## src/rtl/mem_bus_router_pkg.sv

```systemverilog
// Shared memory-map defaults, FSM state encoding and error-log record for the bus router.
package mem_bus_router_pkg;

    localparam logic [31:0] RAM_BASE_DEF  = 32'h0000_0000;
    localparam int          RAM_AW_DEF    = 14;
    localparam logic [31:0] PER_BASE_DEF  = 32'h8000_0000;
    localparam int          PER_AW_DEF    = 16;
    localparam int          TIMEOUT_DEF   = 255;
    localparam logic [31:0] ERR_RDATA_DEF = 32'hDEAD_BEEF;

    typedef enum logic [1:0] {
        ST_IDLE     = 2'd0,
        ST_RAM_RESP = 2'd1,
        ST_PER_WAIT = 2'd2,
        ST_RESP     = 2'd3
    } state_e;

    typedef struct packed {
        logic was_timeout;
        logic was_instr;
    } err_info_t;

    // A window of 2**aw bytes matches when every address bit above the window size agrees with its base.
    function automatic logic region_hit(input logic [31:0] addr, input logic [31:0] base, input int aw);
        return (addr >> aw) == (base >> aw);
    endfunction

endpackage

```

## src/rtl/mem_bus_router_bus_timeout_ctr.sv

```systemverilog
// Peripheral watchdog: counts enabled cycles from a clear and flags the last permitted wait cycle.
module bus_timeout_ctr #(
    parameter int TIMEOUT = 255
) (
    input  logic clk,
    input  logic resetn,
    input  logic clr,
    input  logic en,
    output logic expired
);

    localparam int             W    = $clog2(TIMEOUT + 1);
    localparam logic [W-1:0]   LAST = W'(TIMEOUT - 1);

    logic [W-1:0] cnt_reg;

    always_ff @(posedge clk) begin
        if (!resetn || clr) begin
            cnt_reg <= '0;
        end else if (en && !expired) begin
            cnt_reg <= cnt_reg + 1'b1;
        end
    end

    assign expired = (cnt_reg == LAST);

endmodule

```

## src/rtl/mem_bus_router.sv

```systemverilog
// Routes the shared CPU valid/ready bus to RAM, the peripheral port or an error responder,
// with a peripheral watchdog and a sticky first-error log.
module mem_bus_router
    import mem_bus_router_pkg::*;
#(
    parameter logic [31:0] RAM_BASE  = RAM_BASE_DEF,
    parameter int          RAM_AW    = RAM_AW_DEF,
    parameter logic [31:0] PER_BASE  = PER_BASE_DEF,
    parameter int          PER_AW    = PER_AW_DEF,
    parameter int          TIMEOUT   = TIMEOUT_DEF,
    parameter logic [31:0] ERR_RDATA = ERR_RDATA_DEF
) (
    input  logic              clk,
    input  logic              resetn,
    input  logic              mem_valid,
    input  logic              mem_instr,
    input  logic [31:0]       mem_addr,
    input  logic [31:0]       mem_wdata,
    input  logic [3:0]        mem_wstrb,
    output logic              mem_ready,
    output logic [31:0]       mem_rdata,
    output logic              ram_en,
    output logic [RAM_AW-3:0] ram_addr,
    output logic [3:0]        ram_wstrb,
    output logic [31:0]       ram_wdata,
    input  logic [31:0]       ram_rdata,
    output logic              per_valid,
    output logic [PER_AW-1:0] per_addr,
    output logic [3:0]        per_wstrb,
    output logic [31:0]       per_wdata,
    input  logic              per_ready,
    input  logic [31:0]       per_rdata,
    output logic              err_valid,
    output logic [31:0]       err_addr,
    output logic [1:0]        err_info,
    input  logic              err_clr
);

    state_e      state_reg;
    logic        mem_ready_reg;
    logic [31:0] rdata_reg;
    logic        per_valid_reg;
    logic [31:0] req_addr_reg;
    logic [3:0]  req_wstrb_reg;
    logic [31:0] req_wdata_reg;
    logic        req_instr_reg;

    logic        err_valid_reg;
    logic [31:0] err_addr_reg;
    err_info_t   err_info_reg;

    logic        ram_hit;
    logic        per_hit;
    logic        accept;
    logic        unmapped_now;
    logic        timeout_now;
    logic        err_set;
    logic [31:0] err_addr_next;
    err_info_t   err_info_next;

    logic        ctr_clr;
    logic        ctr_en;
    logic        ctr_expired;

    assign ram_hit      = region_hit(mem_addr, RAM_BASE, RAM_AW);
    assign per_hit      = region_hit(mem_addr, PER_BASE, PER_AW);
    assign accept       = (state_reg == ST_IDLE) && mem_valid;
    assign unmapped_now = accept && !ram_hit && !per_hit;
    assign timeout_now  = (state_reg == ST_PER_WAIT) && !per_ready && ctr_expired;
    assign err_set      = unmapped_now || timeout_now;

    // RAM is strobed straight from the request so its registered read lines up with RAM_RESP.
    assign ram_en    = accept && ram_hit;
    assign ram_addr  = mem_addr[RAM_AW-1:2];
    assign ram_wstrb = mem_wstrb;
    assign ram_wdata = mem_wdata;

    assign per_valid = per_valid_reg;
    assign per_addr  = req_addr_reg[PER_AW-1:0];
    assign per_wstrb = req_wstrb_reg;
    assign per_wdata = req_wdata_reg;

    assign mem_ready = mem_ready_reg;
    assign mem_rdata = (state_reg == ST_RAM_RESP) ? ram_rdata : rdata_reg;

    assign err_valid = err_valid_reg;
    assign err_addr  = err_addr_reg;
    assign err_info  = err_info_reg;

    assign ctr_clr = (state_reg != ST_PER_WAIT);
    assign ctr_en  = (state_reg == ST_PER_WAIT) && !per_ready;

    bus_timeout_ctr #(
        .TIMEOUT (TIMEOUT)
    ) u_timeout (
        .clk     (clk),
        .resetn  (resetn),
        .clr     (ctr_clr),
        .en      (ctr_en),
        .expired (ctr_expired)
    );

    always_ff @(posedge clk) begin
        if (!resetn) begin
            state_reg     <= ST_IDLE;
            mem_ready_reg <= 1'b0;
            rdata_reg     <= '0;
            per_valid_reg <= 1'b0;
            req_addr_reg  <= '0;
            req_wstrb_reg <= '0;
            req_wdata_reg <= '0;
            req_instr_reg <= 1'b0;
        end else begin
            mem_ready_reg <= 1'b0;
            case (state_reg)
                ST_IDLE: begin
                    if (mem_valid) begin
                        if (ram_hit) begin
                            mem_ready_reg <= 1'b1;
                            state_reg     <= ST_RAM_RESP;
                        end else if (per_hit) begin
                            req_addr_reg  <= mem_addr;
                            req_wstrb_reg <= mem_wstrb;
                            req_wdata_reg <= mem_wdata;
                            req_instr_reg <= mem_instr;
                            per_valid_reg <= 1'b1;
                            state_reg     <= ST_PER_WAIT;
                        end else begin
                            rdata_reg     <= ERR_RDATA;
                            mem_ready_reg <= 1'b1;
                            state_reg     <= ST_RESP;
                        end
                    end
                end
                ST_PER_WAIT: begin
                    // A response arriving in the last permitted cycle still beats the watchdog.
                    if (per_ready) begin
                        rdata_reg     <= per_rdata;
                        per_valid_reg <= 1'b0;
                        mem_ready_reg <= 1'b1;
                        state_reg     <= ST_RESP;
                    end else if (ctr_expired) begin
                        rdata_reg     <= ERR_RDATA;
                        per_valid_reg <= 1'b0;
                        mem_ready_reg <= 1'b1;
                        state_reg     <= ST_RESP;
                    end
                end
                ST_RAM_RESP: state_reg <= ST_IDLE;
                ST_RESP:     state_reg <= ST_IDLE;
                default:     state_reg <= ST_IDLE;
            endcase
        end
    end

    always_comb begin
        err_addr_next = mem_addr;
        err_info_next = '{was_timeout: 1'b0, was_instr: mem_instr};
        if (timeout_now) begin
            err_addr_next = req_addr_reg;
            err_info_next = '{was_timeout: 1'b1, was_instr: req_instr_reg};
        end
    end

    // The first error is kept until cleared; a clear coinciding with a new error makes room for it.
    always_ff @(posedge clk) begin
        if (!resetn) begin
            err_valid_reg <= 1'b0;
            err_addr_reg  <= '0;
            err_info_reg  <= '0;
        end else begin
            if (err_set && (!err_valid_reg || err_clr)) begin
                err_addr_reg <= err_addr_next;
                err_info_reg <= err_info_next;
            end
            if (err_set) begin
                err_valid_reg <= 1'b1;
            end else if (err_clr) begin
                err_valid_reg <= 1'b0;
            end
        end
    end

endmodule
```

## config.mk

```make
export PLATFORM = sky130hd
export DESIGN_NAME = mem_bus_router
export DESIGN_NICKNAME = d
export VERILOG_FILES = /design/src/rtl/mem_bus_router_pkg.sv /design/src/rtl/mem_bus_router_bus_timeout_ctr.sv /design/src/rtl/mem_bus_router.sv
export SDC_FILE = /design/constraint.sdc
export NUM_CORES = 1
export LEC_CHECK = 0
export BUFFER_PORTS_ARGS = -buffer_cell sky130_fd_sc_hd__buf_2
export CAP_MARGIN = 20
export CORE_AREA = 2 2 118 120
export CTS_BUF_LIST = sky130_fd_sc_hd__clkbuf_8
export CTS_CLUSTER_SIZE = 14
export DETAILED_ROUTE_END_ITERATION = 12
export DIE_AREA = 0 0 120 122
export GPL_ROUTABILITY_DRIVEN = 0
export PLACE_DENSITY_LB_ADDON = 0.1
export SLEW_MARGIN = 25
export SYNTH_ARGS = -nofsm -noshare
export SYNTH_HDL_FRONTEND = slang
export SYNTH_SLANG_ARGS = --single-unit
```

## constraint.sdc

```tcl
create_clock -name clk -period 3.7 [get_ports clk]
set_input_delay 0 -clock clk [delete_from_list [all_inputs] [get_ports clk]]
set_output_delay 0 -clock clk [all_outputs]
set_load 0.01 [all_outputs]
```

======== Word level (Yosys, flattened, before mapping) ========
Index checks and enable logic that the tools add are counted.
operators by class
  add/sub/neg operators ................... 1
  equal/unequal tests ..................... 11
  muxes and demuxes ....................... 29
  bitwise operators ....................... 1
  reduce and logical (&&, ||, !) cells .... 26
operator list
  operator                count
  $mux W32                7
  $pmux W32 S2            1
  $logic_not A32 Y1       1
  $eq A16 B16 Y1 const B  1
  $mux W1                 13
  $mux W2                 5
  $ne A2 B2 Y1 const B    5
  $reduce_and A5 Y1       2
  $add A8 B1 Y8 const B   1
  $eq A8 B8 Y1 const B    1
  $logic_and A1 B1 Y1     8
  $logic_not A1 Y1        6
  $pmux W2 S3             1
  $eq A2 B2 Y1 const B    2
  $pmux W1 S2             2
  $reduce_and A4 Y1       1
  $reduce_bool A2 Y1      2
  $logic_or A1 B1 Y1      3
  $ne A3 B3 Y1 const B    1
  $eq A2 B1 Y1 const B    1
  $logic_not A2 Y1        1
  $reduce_and A2 Y1       1
  $reduce_or A2 Y1        1
  $not A1 Y1              1
word-level totals
  register bits ........................... 148
  input bits .............................. 138
  output and inout bits ................... 170
  logic and storage cells ................. 81

======== Depth between registers and ports, before layout ========
  depth in word-level cells ............... 6
  gate-level depth with buffers ........... 8
  mapped depth without buffers ............ 6

======== By module ========
From an unflattened synthesis, not the netlist that was laid out.
unflattened totals
  cells, all modules ...................... 711
  area, all modules ....................... 6885.4 um^2
by module, submodules not included
  module           times used  cells an instance  area an instance (um^2)  seq. area each (um^2)
  mem_bus_router   1           658                6441.2                   2802.7
  bus_timeout_ctr  1           53                 444.2                    160.2

======== Least setup slack after synthesis ========
OpenSTA, ideal clock, no wires.
  kind .................................... register to register
  start point ............................. reg state_reg[1]
  end point ............................... reg req_addr_reg[21]
  setup time .............................. 0.115 ns
  arrival time ............................ 1.681 ns
  data required time ...................... 3.585 ns
  setup slack ............................. 1.903 ns
  cell stages (with the launch flop) ...... 7
  buffers on the path ..................... 2
  clock period less this slack ............ 1.797 ns
  cell sequence ........................... dfxtp_1 buf_2 or3b_1 nor3_2 nand2_1 clkbuf_1 and3_1
between the ends
  longest elaborated chain between the ends .. 2
ends and longest elaborated chain
  item                                RTL line               source
  from (decl)                         mem_bus_router.sv:39   state_e state_reg;
  from (signal assigned)              mem_bus_router.sv:105  state_reg <= ST_IDLE;
  from (signal assigned)              mem_bus_router.sv:120  state_reg <= ST_RAM_RESP;
  from (signal assigned)              mem_bus_router.sv:127  state_reg <= ST_PER_WAIT;
  $logic_not A2 Y1                    mem_bus_router.sv:115  case (state_reg)
  $reduce_and A4 Y1 (no source line)  -
  to (signal assigned)                mem_bus_router.sv:122  req_addr_reg <= mem_addr;
  to (decl)                           mem_bus_router.sv:43   logic [31:0] req_addr_reg;
Every way passes these cells.
A chain may end at the register's enable or synchronous reset.

======== Final worst setup path ========
  start point ............................. reg state_reg[0]
  end point ............................... reg err_addr_reg[29], in the netlist err_addr[29]
between the ends
  longest elaborated chain between the ends .. 6
  elaborated cells between the ends (all ways) .. 10
  those cells by class .................... eq/ne: 1; mux: 1; reduce/logical: 8
ends and longest elaborated chain
  item                               RTL line               source
  $logic_not A2 Y1                   mem_bus_router.sv:67   assign accept = (state_reg == ST_IDLE) && mem_valid;
  $logic_and A1 B1 Y1                mem_bus_router.sv:67
  $logic_and A1 B1 Y1 (2 in series)  mem_bus_router.sv:68   assign unmapped_now = accept && !ram_hit && !per_hit;
  $logic_or A1 B1 Y1                 mem_bus_router.sv:70   assign err_set = unmapped_now || timeout_now;
  $logic_and A1 B1 Y1                mem_bus_router.sv:172  if (err_set && (!err_valid_reg || err_clr)) begin
  to (signal assigned)               mem_bus_router.sv:173  err_addr_reg <= err_addr_next;
  to (decl)                          mem_bus_router.sv:49   logic [31:0] err_addr_reg;
Several ways; a longest one is shown, not always the timed one.

==> run summary <==
leading post-synthesis cells by cell area - dfxtp_1 42%, o21ai_0 8.2%, a221oi_1 7.1%
fin util - 70.7%
min Tclk post-route - 2.71 ns
CP Capture Type - flop
PD cells - 376 nW/um^2
Max-cap violations - 0
most numerous cell in the Yosys netlist - dfxtp_1
first-pass GRT wire length - 34300 um
Post-synth EDFFs - 0
total power - 3590 uW
achievable frequency - 368 MHz
Placed Area - 8130 sq um
placed cell count - 1203
CTS root buffer - clkbuf_8
RSZ-0062 raised after global routing - no
post-detailed-route wirelength per cell - 16.8 um
Core Area - 13500 sq um
Slew HR - 31.8%
final setup fails - 0
kind of critical path - reg2reg
port bufs - 307
number of global-route vias before repair - 6993
clock buffer depth - 2
fraction of registers with async set or reset after synthesis - 0%
CP arrival - 3.06 ns
share of cells above drive strength 1 - 32.4%
max incr delay on CP - 0.88 ns
period utilization - 73.4%
Pleak - 0.00449 uW
Ys Warns - 0
CP max stage cell - nand3_2
type of the tightest min-delay check - in2reg
max-slew violation count - 0
post-synthesis register bit count - 148
status - complete, no violations
# IOs - 308
largest net degree at the start of global routing - 65
Fin. Hold Viols - 0
syn_nets - 974
post-CTS setup buffer count - 0
Seq/Total Area, Yosys - 42.4%
die area - 14600 sq um
GRT Total Usage - 29.1%
initial antenna violation count - 0
clock latency on the worst-skew pair - 0.45 ns
first-pass detailed-route iteration total - 5
DRC viols - 0
Area Overhead vs Synth - 36.5%
post-synth top area cell - dfxtp_1
Final Non-Filler Cells - 1335
via density per instance - 5.53
CTS buffer count - 17
Rows - 43
detailed-route via count - 7386
cells after synthesis - 834
dominant register cell in the synthesized netlist - dfxtp_1
clock sinks - 148
Final Skew - 0.0106 ns
TNS Setup - 0 ns
placed wire-length estimate - 13900 um
Unique masters post-synth - 50
total grt overflow - 0
Die Wd - 120 um
pin slew with the least headroom to its limit - 1.02 ns
Synth top area share - 42.4%
CP required - 4.05 ns
final net count - 1285
synthesized area per cell - 8.39 sq um
Initial Util - 51.8%
Clock transition at path regs - 0.07 ns
CTS tree - built
Worst Setup Start Kind - flop
worst-path cell chain - nor3b_2, nand3_2, buf_4, mux2i_1, a221oi_1
initial DRC count - 528
crit-path max FO - 28
list of most frequent post-synthesis cells - 148 x dfxtp_1, 114 x o21ai_0, 67 x nor2_1
Netlist Area Pre-Place - 7000 sq um
H-tree levels - 4
antenna-violating nets left - 0
Max IR drop VDD - 0.219 mV
total wire length - 22400 um
Antenna diodes - 0
die height - 122 um
post-route cell area - 9550 sq um
fillcell total - 1108
[cells by family after synthesis]
family	after synthesis	synth area share, %
mux	41	6.01
simple gates	220	15.5
fa+ha+maj	2	0.358
flops	148	42.4
buf+inv	163	12.5
xor+xnor	4	0.501
compound gates	256	22.8
[worst paths after layout]
check	from	slack [ns]	cells past startpoint	to
hold / removal	per_ready	0.05	5	u_timeout.cnt_reg[6]
hold reg to reg	per_wdata[10]	0.47	2	per_wdata[10]
setup reg to reg	state_reg[0]	0.99	5	err_addr[29]
setup / recovery	state_reg[0]	0.99	5	err_addr[29]
[worst max-delay path: cells and delay by family, from the launching register on]
family / cells / cell delay [ns]
multiplexers: 1 / 0.12
buffers and inverters: 1 / 0.49
flip-flops: 1 / 0.39
AO/OA/AOI/OAI: 1 / 0.28
AND/OR/NAND/NOR: 2 / 1.32
[per-stage QoR]
step | hold slack [ns] | setup WS (ns)
2_1_floorplan | 0.0918 | 1.90
3_3_place_gp | 0.199 | 1.12
3_5_place_dp | 0.198 | 1.00
4_1_cts | 0.0270 | 0.995
5_1_grt | 0.0784 | 0.726
6_report | 0.0458 | 0.986
[report_power, final]
group          leakage (uW)  switching, uW  internal, uW
Clock              0.000207            570           649
Sequential          0.00121           37.8          1660
Combinational       0.00307            357           308
Total               0.00449            964          2620
[cell usage in the layout (no fill, tap or decap), types with 3 or more instances in the layout]
cell           synthesis  layout
o21ai_0              114     114
nand3_1               56      55
inv_1                 28      31
xor2_1                 3       3
and3_1                26      25
mux2_2                 8       8
mux2i_1               33      33
buf_4                 65      16
dfxtp_1              148     148
a32oi_1                8       8
a21oi_1               62      62
nand2_1               39      39
nor2_1                67      67
clkbuf_8               0      21
nand4_1                3       3
buf_2                 17     307
a221oi_1              57      57
o211ai_1               5       5
or3_1                  3       3
nor3_1                 4       4
nor4_1                 4       4
clkinv_2               0       3
dlygate4sd3_1          0     102
[cell type report]
| class | instances | area [sq um] | area share (%) |
|---|---|---|---|
| Multi-Input combinational cell | 523 | 3180 | 33.3 |
| Clock buffer | 21 | 289 | 3.03 |
| Inverter | 29 | 109 | 1.14 |
| Timing Repair Buffer | 426 | 2700 | 28.3 |
| Sequential cell | 148 | 2960 | 31.0 |
| Clock inverter | 8 | 86.3 | 0.904 |
| Tap cell | 180 | 225 | 2.36 |
[per-layer routing]
| metal | wire length [um] | global-route usage, % |
|---|---|---|
| met1 | 9170 | 35.7 |
| met2 | 11100 | 48.9 |
| met3 | 1560 | 7.21 |
| met4 | 572 | 11.8 |
| met5 | 0 | 0 |
[what timing repair did]
item	in CTS	in global routing
resized for setup	0	0
endpoints found under the hold margin	121	0
hold buffers	102	0
Power figures use the tool's default switching activity.
